`config.mk`:
```
export PLATFORM = sky130hd
export DESIGN_NAME = fp_div_seq
export DESIGN_NICKNAME = d
export VERILOG_FILES = /design/src/rtl/fp_div_seq.sv
export SDC_FILE = /design/constraint.sdc
export NUM_CORES = 1
export LEC_CHECK = 0
export BUFFER_PORTS_ARGS = -buffer_cell sky130_fd_sc_hd__buf_2
export CAP_MARGIN = 20
export CELL_PAD_IN_SITES_DETAIL_PLACEMENT = 1
export CELL_PAD_IN_SITES_GLOBAL_PLACEMENT = 1
export CORE_ASPECT_RATIO = 1.5
export CORE_MARGIN = 3
export CORE_UTILIZATION = 41
export CTS_BUF_LIST = sky130_fd_sc_hd__clkbuf_2 sky130_fd_sc_hd__clkbuf_4 sky130_fd_sc_hd__clkbuf_8
export DETAILED_ROUTE_END_ITERATION = 8
export PLACE_DENSITY = 0.78
export SYNTH_ARGS = -nofsm -noshare
export SYNTH_HDL_FRONTEND = slang
export SYNTH_SLANG_ARGS = --single-unit
```
`constraint.sdc`:
```
create_clock -name clk -period 2.7 [get_ports clk]
set_input_delay 0.675 -clock clk [delete_from_list [all_inputs] [get_ports clk]]
set_output_delay 0.675 -clock clk [all_outputs]
set_load 0.05 [all_outputs]
```
`src/rtl/fp_div_seq.sv`:
```
// Sequential restoring radix-2 fixed-point divider c = a / b, one quotient bit per clk, valid/ready both sides.
// Optional build macro FP_DIV_ROUND_EN: round half away from zero (adds one clk of latency).
module fp_div_seq #(
  parameter int i1 = 2,
  parameter int f1 = 14,
  parameter int i2 = 2,
  parameter int f2 = 14,
  parameter int i3 = 2,
  parameter int f3 = 14
) (
  input  logic             clk,
  input  logic             rst,
  input  logic             in_valid,
  output logic             in_ready,
  input  logic [i1+f1-1:0] a,
  input  logic             s1,
  input  logic [i2+f2-1:0] b,
  input  logic             s2,
  output logic             out_valid,
  input  logic             out_ready,
  output logic [i3+f3-1:0] c,
  output logic             sign,
  output logic             overflow,
  output logic             underflow,
  output logic             div_by_zero
);

  localparam int AW   = i1 + f1;
  localparam int BW   = i2 + f2;
  localparam int CW   = i3 + f3;
  localparam int NW   = i1 + f2 + f3;
  localparam int SH   = f2 + f3 - f1;
  localparam int CNTW = (NW > 1) ? $clog2(NW) : 1;
  localparam int QW   = ((NW > CW) ? NW : CW) + 1;

  generate
    if (f2 + f3 < f1) begin : g_fmt_check
      $error("fp_div_seq: f2+f3 must be >= f1");
    end
  endgenerate

  localparam logic [2:0] ST_IDLE = 3'd0;
  localparam logic [2:0] ST_CALC = 3'd1;
`ifdef FP_DIV_ROUND_EN
  localparam logic [2:0] ST_RND  = 3'd2;
`endif
  localparam logic [2:0] ST_FIN  = 3'd3;
  localparam logic [2:0] ST_DONE = 3'd4;

  logic [2:0]      state;
  logic [CNTW-1:0] cnt;
  logic [NW-1:0]   nq;     // numerator bits shift out the top, quotient bits shift in at the bottom
  logic [BW:0]     rem;
  logic [BW:0]     bmag;
  logic            neg;
  logic            a_nz;
  logic            dz;

  logic [AW:0]     amag_c;
  logic [BW:0]     bmag_c;
  logic [BW+1:0]   trial;
  logic            fits;
  logic [BW:0]     diff;
  logic [QW-1:0]   q_ext;
  logic [QW-1:0]   lim_u;
  logic [QW-1:0]   lim_p;
  logic [QW-1:0]   lim_n;
  logic [CW-1:0]   res_c;
  logic            res_ov;
  logic            res_un;

  assign in_ready  = (state == ST_IDLE) && !rst;
  assign out_valid = (state == ST_DONE);

  // Magnitudes are one bit wider than the operands so the signed minimum does not wrap.
  always_comb begin
    amag_c = {1'b0, a};
    bmag_c = {1'b0, b};
    if (s1 && a[AW-1]) amag_c = -{a[AW-1], a};
    if (s2 && b[BW-1]) bmag_c = -{b[BW-1], b};
  end

  always_comb begin
    trial = {rem, nq[NW-1]};
    fits  = (trial >= {1'b0, bmag});
    diff  = trial[BW:0] - bmag;
  end

  always_comb begin
    q_ext  = QW'(nq);
    lim_u  = (QW'(1) << CW) - QW'(1);
    lim_p  = (QW'(1) << (CW - 1)) - QW'(1);
    lim_n  = QW'(1) << (CW - 1);
    res_c  = '0;
    res_ov = 1'b0;
    res_un = 1'b0;
    if (dz) begin
      if (!sign)    res_c = {CW{1'b1}};
      else if (neg) res_c = {1'b1, {(CW-1){1'b0}}};
      else          res_c = {1'b0, {(CW-1){1'b1}}};
    end else begin
      res_un = a_nz && (q_ext == '0);
      if (!sign) begin
        if (q_ext > lim_u) begin
          res_ov = 1'b1;
          res_c  = {CW{1'b1}};
        end else begin
          res_c  = q_ext[CW-1:0];
        end
      end else if (!neg) begin
        if (q_ext > lim_p) begin
          res_ov = 1'b1;
          res_c  = {1'b0, {(CW-1){1'b1}}};
        end else begin
          res_c  = q_ext[CW-1:0];
        end
      end else begin
        if (q_ext > lim_n) begin
          res_ov = 1'b1;
          res_c  = {1'b1, {(CW-1){1'b0}}};
        end else begin
          res_c  = ~q_ext[CW-1:0] + CW'(1);
        end
      end
    end
  end

  always_ff @(posedge clk) begin
    if (rst) begin
      state       <= ST_IDLE;
      cnt         <= '0;
      nq          <= '0;
      rem         <= '0;
      bmag        <= '0;
      neg         <= 1'b0;
      a_nz        <= 1'b0;
      dz          <= 1'b0;
      c           <= '0;
      sign        <= 1'b0;
      overflow    <= 1'b0;
      underflow   <= 1'b0;
      div_by_zero <= 1'b0;
    end else begin
      case (state)
        ST_IDLE: begin
          if (in_valid) begin
            nq    <= NW'(amag_c) << SH;
            rem   <= '0;
            bmag  <= bmag_c;
            neg   <= (s1 & a[AW-1]) ^ (s2 & b[BW-1]);
            sign  <= s1 | s2;
            a_nz  <= (a != '0);
            dz    <= (b == '0);
            cnt   <= CNTW'(NW - 1);
            // A zero divisor skips the iterations and is saturated in FIN.
            state <= (b == '0) ? ST_FIN : ST_CALC;
          end
        end
        ST_CALC: begin
          rem <= fits ? diff : trial[BW:0];
          nq  <= {nq[NW-2:0], fits};
          cnt <= cnt - CNTW'(1);
          if (cnt == '0) begin
`ifdef FP_DIV_ROUND_EN
            state <= ST_RND;
`else
            state <= ST_FIN;
`endif
          end
        end
`ifdef FP_DIV_ROUND_EN
        ST_RND: begin
          if ({rem, 1'b0} >= {1'b0, bmag}) nq <= nq + NW'(1);
          state <= ST_FIN;
        end
`endif
        ST_FIN: begin
          c           <= res_c;
          overflow    <= res_ov;
          underflow   <= res_un;
          div_by_zero <= dz;
          state       <= ST_DONE;
        end
        ST_DONE: begin
          if (out_ready) state <= ST_IDLE;
        end
        default: state <= ST_IDLE;
      endcase
    end
  end

endmodule
```
# [After elaboration in Yosys (flattened, before gate mapping)]
# Cells that the tools add are included.
[classes] n_mux=29 order_cmp=4 n_reduce_logical=14 bitwise_logic=5 eq_ne=6 n_addsub=5
[ops] cell="2-to-1 mux 16 bit" count=9
[ops] cell="greater-than comparator 30 x 16 -> 1 bit (second input constant)" count=2
[ops] cell="one-hot mux 30 bit (2 select lines)" count=1
[ops] cell="2-to-1 mux 17 bit" count=3
[ops] cell="one-hot mux 17 bit (2 select lines)" count=1
[ops] cell="greater-than comparator 30 x 15 -> 1 bit (second input constant)" count=1
[ops] cell="zero test 30 bit" count=1
[ops] cell="2-to-1 mux 30 bit" count=1
[ops] cell="greater-or-equal comparator 18 x 17 -> 1 bit" count=1
[ops] cell="negation 17 bit" count=1
[ops] cell="subtractor 17 bit" count=1
[ops] cell="adder 16 x 1 -> 16 bit (second input constant)" count=1
[ops] cell="zero test 16 bit" count=1
[ops] cell="negation 16 bit" count=1
[ops] cell="inverter 16 bit" count=1
[ops] cell="nonzero test 16 bit" count=1
[ops] cell="one-hot mux 3 bit (4 select lines)" count=1
[ops] cell="one-hot mux 5 bit (2 select lines)" count=1
[ops] cell="2-to-1 mux 3 bit" count=3
[ops] cell="2-to-1 mux 1 bit" count=7
[ops] cell="zero test 5 bit" count=1
[ops] cell="2-to-1 mux 5 bit" count=1
[ops] cell="subtractor 5 x 1 -> 5 bit (second input constant)" count=1
[ops] cell="logical AND 1 bit" count=4
[ops] cell="14 further kinds" count=17
[word_totals] reg_bits=95 output_inout_bits=22 input_bits=38

# [Depth between registers and ports, before layout]
[logic_depth] depth_word=6 depth_mapped=11 ltp_nobuf=10

# [Least setup slack after synthesis]
# OpenSTA, ideal clock, no wires.
[synth_timing] kind="input to output" startpoint="in rst" endpoint="out in_ready" arrival_ns=2.497 slack_ns=-0.472 n_path_buf=2 required_time_ns=2.025 path_stages=3 cell_sequence="clkbuf_1 -> clkbuf_1 -> nor4_1"
[synth_between] elab_chain_cells=2
[synth_rtl] item="start, declared" line="12" rtl="input logic rst,"
[synth_rtl] item="zero test 1 bit" line="72" rtl="assign in_ready = (state == ST_IDLE) && !rst;"
[synth_rtl] item="logical AND 1 bit" line="72"
[synth_rtl] item="end, declared" line="14" rtl="output logic in_ready,"
# Every way passes these cells.

# [Final worst setup path]
[layout_timing] startpoint="reg nq[29]" endpoint="reg rem[16]"
[layout_between] elab_chain_cells=3 elab_cells_between_ends=4
[layout_rtl] item="start, declared" line="52" rtl="logic [NW-1:0] nq;"
[layout_rtl] item="start signal, assigned" line="147" rtl="nq <= NW'(amag_c) << SH;"
[layout_rtl] item="start signal, assigned" line="161" rtl="nq <= {nq[NW-2:0], fits};"
[layout_rtl] item="subtractor 17 bit or greater-or-equal comparator 18 x 17 -> 1 bit (tied branches)" line="86, 85"
[layout_rtl] item="2-to-1 mux 17 bit *" line="160" rtl="rem <= fits ? diff : trial[BW:0];"
[layout_rtl] item="one-hot mux 17 bit (2 select lines) *" line="144" rtl="case (state)"
[layout_rtl] item="end signal, assigned" line="160"
[layout_rtl] item="end, declared" line="53" rtl="logic [BW:0] rem;"
# Every way passes the cells marked *; elsewhere a longest branch is shown, timed or not.
# A chain may end at the register's enable or synchronous reset.

==> flow_summary.json <==
{
  "status": "finished, final reports clean",
  "io_pins": 60,
  "synth.cell_area_um2": 5699,
  "dieHeight_um": 150.4,
  "synth_largest_area_cell": "dfxtp_1",
  "gp_congestion": 0.8874,
  "synth_cell_types": 66,
  "postSynthNetCount": 793,
  "grt_max_degree": 41,
  "cts_buffers": 9,
  "hold_ws_ns": 0.4603,
  "antenna_found_initial": 0,
  "synth_edf_count": 0,
  "synth_top_cells_by_area": "dfxtp_1 (33%), nor2_1 (7.4%), ha_1 (4.8%)",
  "cts_tree": "done",
  "synth_ff_type": "dfxtp_1",
  "cp-end-kind": "flop",
  "fp.dieW_um": 102.3,
  "place_inst": 952,
  "critPathLaunchType": "flop",
  "post_drt_wl_per_cell_um": 19.55,
  "setup_tns_ns": 0,
  "cap_violations": 0,
  "track_usage_pct": 25.00,
  "antenna_cells": 0,
  "ys_warn_count": 0,
  "ys_seq_area_share_pct": 33.37,
  "dr.pass1.iters": 5,
  "place_hpwl_um": 14100,
  "final_core_util_pct": 49.11,
  "grt-ovfl-total": 0,
  "routed_via_density": 6.120,
  "initial_core_util_pct": 42.11,
  "die_area_um2": 15380,
  "area_growth_syn_to_layout_pct": 16.62,
  "grt_pass1_vias": 6270,
  "crit_path_start": "nq[29]$_SDFFE_PP0P_",
  "cts.sink_count": 95,
  "clkTransAtPathRegs_ns": 0.10,
  "initialDrtViolationCount": 283,
  "clk_latency_ns": 0.37,
  "syn-instance-count": 732,
  "period_share_pct": 97.28,
  "p_leak_nw": 2.693,
  "vdd_drop_max_mv": 0.4289,
  "required_ns": 2.94,
  "arrival_ns": 2.87,
  "wl_um": 18940,
  "cts.path.max_buffers": 2,
  "relSlewSlack_pct": 43.49,
  "num-nets-final": 863,
  "drc": 0,
  "r2r_start": "nq[29]$_SDFFE_PP0P_",
  "htree_levels": 3,
  "fmax_mhz": 380.7,
  "powerDensity_nw_per_um2": 942.3,
  "criticalPathCategory": "flop to flop",
  "ys_ff_latch": 95,
  "syn_area_per_cell_um2": 7.786,
  "antenna_left": 0,
  "drive_above_1_share_pct": 17.35,
  "slew_violations": 0,
  "period_needed_ns": 2.627,
  "rows": 52,
  "timing.hold.worst.class": "flop to flop",
  "vias": 5930,
  "worstMarginPinSlew_ns": 0.8445,
  "worst_hold_startpoint": "bmag[16]$_SDFFE_PP0P_",
  "core_area_um2": 13530,
  "clockRootBuffer": "clkbuf_8",
  "io_buffers": 59,
  "async_flop_share_pct": 0,
  "finalSetupViolCount": 0,
  "finClkSkew_ns": 0.01440,
  "path_max_fanout": 9,
  "synth.top_cell.area_share_pct": 33.37,
  "hold_viol": 0,
  "grt_pass1_wl_um": 30590,
  "fin_cells": 969
}
routing by layer:
layer	global-route usage [%]	vias up	wire length, um	share of wire (%)
li1	-	2791	-	-
met1	25.60	2954	7012	37
met2	48.80	141	10700	56
met3	3.755	44	673	3.6
met4	10.37	0	558	2.9
met5	0	-	0	0
what timing repair did:
item                                    4_1_cts  5_1_grt
buffers inserted                              0        1
endpoints found under the setup margin        6       21
pin swaps                                     0        3
hold buffers                                  0        0
gates resized for setup                       2       11
layout make-up:
type / count / area [um^2]
Fill cell: 1718 / 6887
Clock inverter: 6 / 91.34
Tap cell: 162 / 202.7
Clock buffer: 10 / 137.6
Multi-Input combinational cell: 562 / 3582
Timing Repair Buffer: 99 / 599.3
Sequential cell: 95 / 1902
Inverter: 35 / 131.4
state kept, by name, summed over array words and instances, names as in the netlist:
register	cells
nq	30
bmag	17
rem	17
c	16
cnt	5
state	3
a_nz	1
div_by_zero	1
dz	1
neg	1
overflow	1
sign	1
underflow	1
report_power, final:
part / internal (mW) / switching [mW]
Sequential: 1.56 / 0.163
Clock: 0.554 / 0.529
Combinational: 1.45 / 2.01
Total: 3.57 / 2.70
Yosys cell counts, types with 2 or more instances:
| master | number |
|---|---|
| a21oi_1 | 37 |
| or4_1 | 4 |
| nand2_1 | 59 |
| a22oi_1 | 14 |
| a222oi_1 | 14 |
| o21bai_1 | 2 |
| nand3b_1 | 2 |
| a311oi_1 | 3 |
| nor2_1 | 112 |
| o211ai_1 | 3 |
| nor2b_1 | 5 |
| o21ai_0 | 41 |
| a41oi_1 | 2 |
| a32oi_1 | 4 |
| clkbuf_1 | 35 |
| mux2i_1 | 10 |
| and2_1 | 3 |
| or2_2 | 2 |
| a221oi_1 | 3 |
| or4_4 | 2 |
| ha_1 | 22 |
| o311ai_1 | 3 |
| a2111oi_2 | 2 |
| nand4_1 | 4 |
| nor4_1 | 13 |
| nor3_1 | 30 |
| nand4b_1 | 3 |
| dfxtp_1 | 95 |
| o21ai_1 | 13 |
| xnor2_1 | 26 |
| xor2_1 | 20 |
| o21a_1 | 7 |
| o211a_1 | 4 |
| a211oi_1 | 25 |
| o31ai_1 | 2 |
| nand3_1 | 15 |
| a31oi_1 | 9 |
| nand2b_1 | 6 |
| inv_1 | 35 |
| buf_1 | 2 |
| or3_1 | 7 |
| o41ai_1 | 2 |
| nor3b_1 | 6 |
| buf_2 | 2 |
kinds of logic after synthesis:
| group | after synthesis | share of synthesized area [%] |
|---|---|---|
| xor gates and xnor gates | 46 | 7.069 |
| DFF | 95 | 33.37 |
| AOI/OAI and AO/OA | 202 | 24.24 |
| buffers and inverters | 75 | 5.115 |
| adders and majority gates | 23 | 5.181 |
| and+or+nand+nor | 281 | 23.27 |
| muxes | 10 | 1.756 |
cells in the final DEF (no fill, tap or decap), drive strengths merged, types with 3 or more instances in the layout:
master,instances
buf,99
xor2,20
ha,22
inv,37
o211a,4
nor3b,6
o211ai,3
nand2b,6
or3,7
o21a,7
and2,4
a222oi,14
a21oi,37
a221oi,3
a311oi,3
nand3,16
nor2,112
nand2,59
nand4,4
a32oi,4
or4,6
a31oi,9
dfxtp,95
a22oi,14
nand4b,3
nor4,13
mux2i,10
or2,3
nor2b,5
xnor2,26
o311ai,3
nor3,31
o21ai,55
clkbuf,10
a211oi,25
path summary, 6_finish.rpt:
kind / cells past startpoint / to / slack (ns)
hold reg to reg: 2 / bmag[16]$_SDFFE_PP0P_ / 0.46
setup / recovery: 11 / rem[16]$_SDFFE_PP0P_ / 0.07
hold / removal: 2 / bmag[16]$_SDFFE_PP0P_ / 0.46
setup reg to reg: 11 / rem[16]$_SDFFE_PP0P_ / 0.07
worst max-delay path, cell delays in order, from the launching register on:
cell      delay [ns]
dfxtp_1         0.36
inv_1           0.05
ha_1            0.21
fa_2            0.37
nor2b_2         0.15
o211ai_1        0.14
a31oi_2         0.25
a41oi_2         0.16
a21o_1          0.24
buf_4           0.20
a32oi_2         0.25
o21ai_0         0.13
per-stage QoR:
step                setup WS (ns)  cell area (um^2)  total power [mW]
finish                    0.07349              6646             6.263
global route             -0.03739              6646             6.644
CTS                      0.007282              6589             6.140
detailed placement       -0.06402              6350             4.983
global placement          0.04596              6350             4.797
floorplan                 0.08453              5705             3.982
Note: power is estimated with default switching activity, not from simulation.
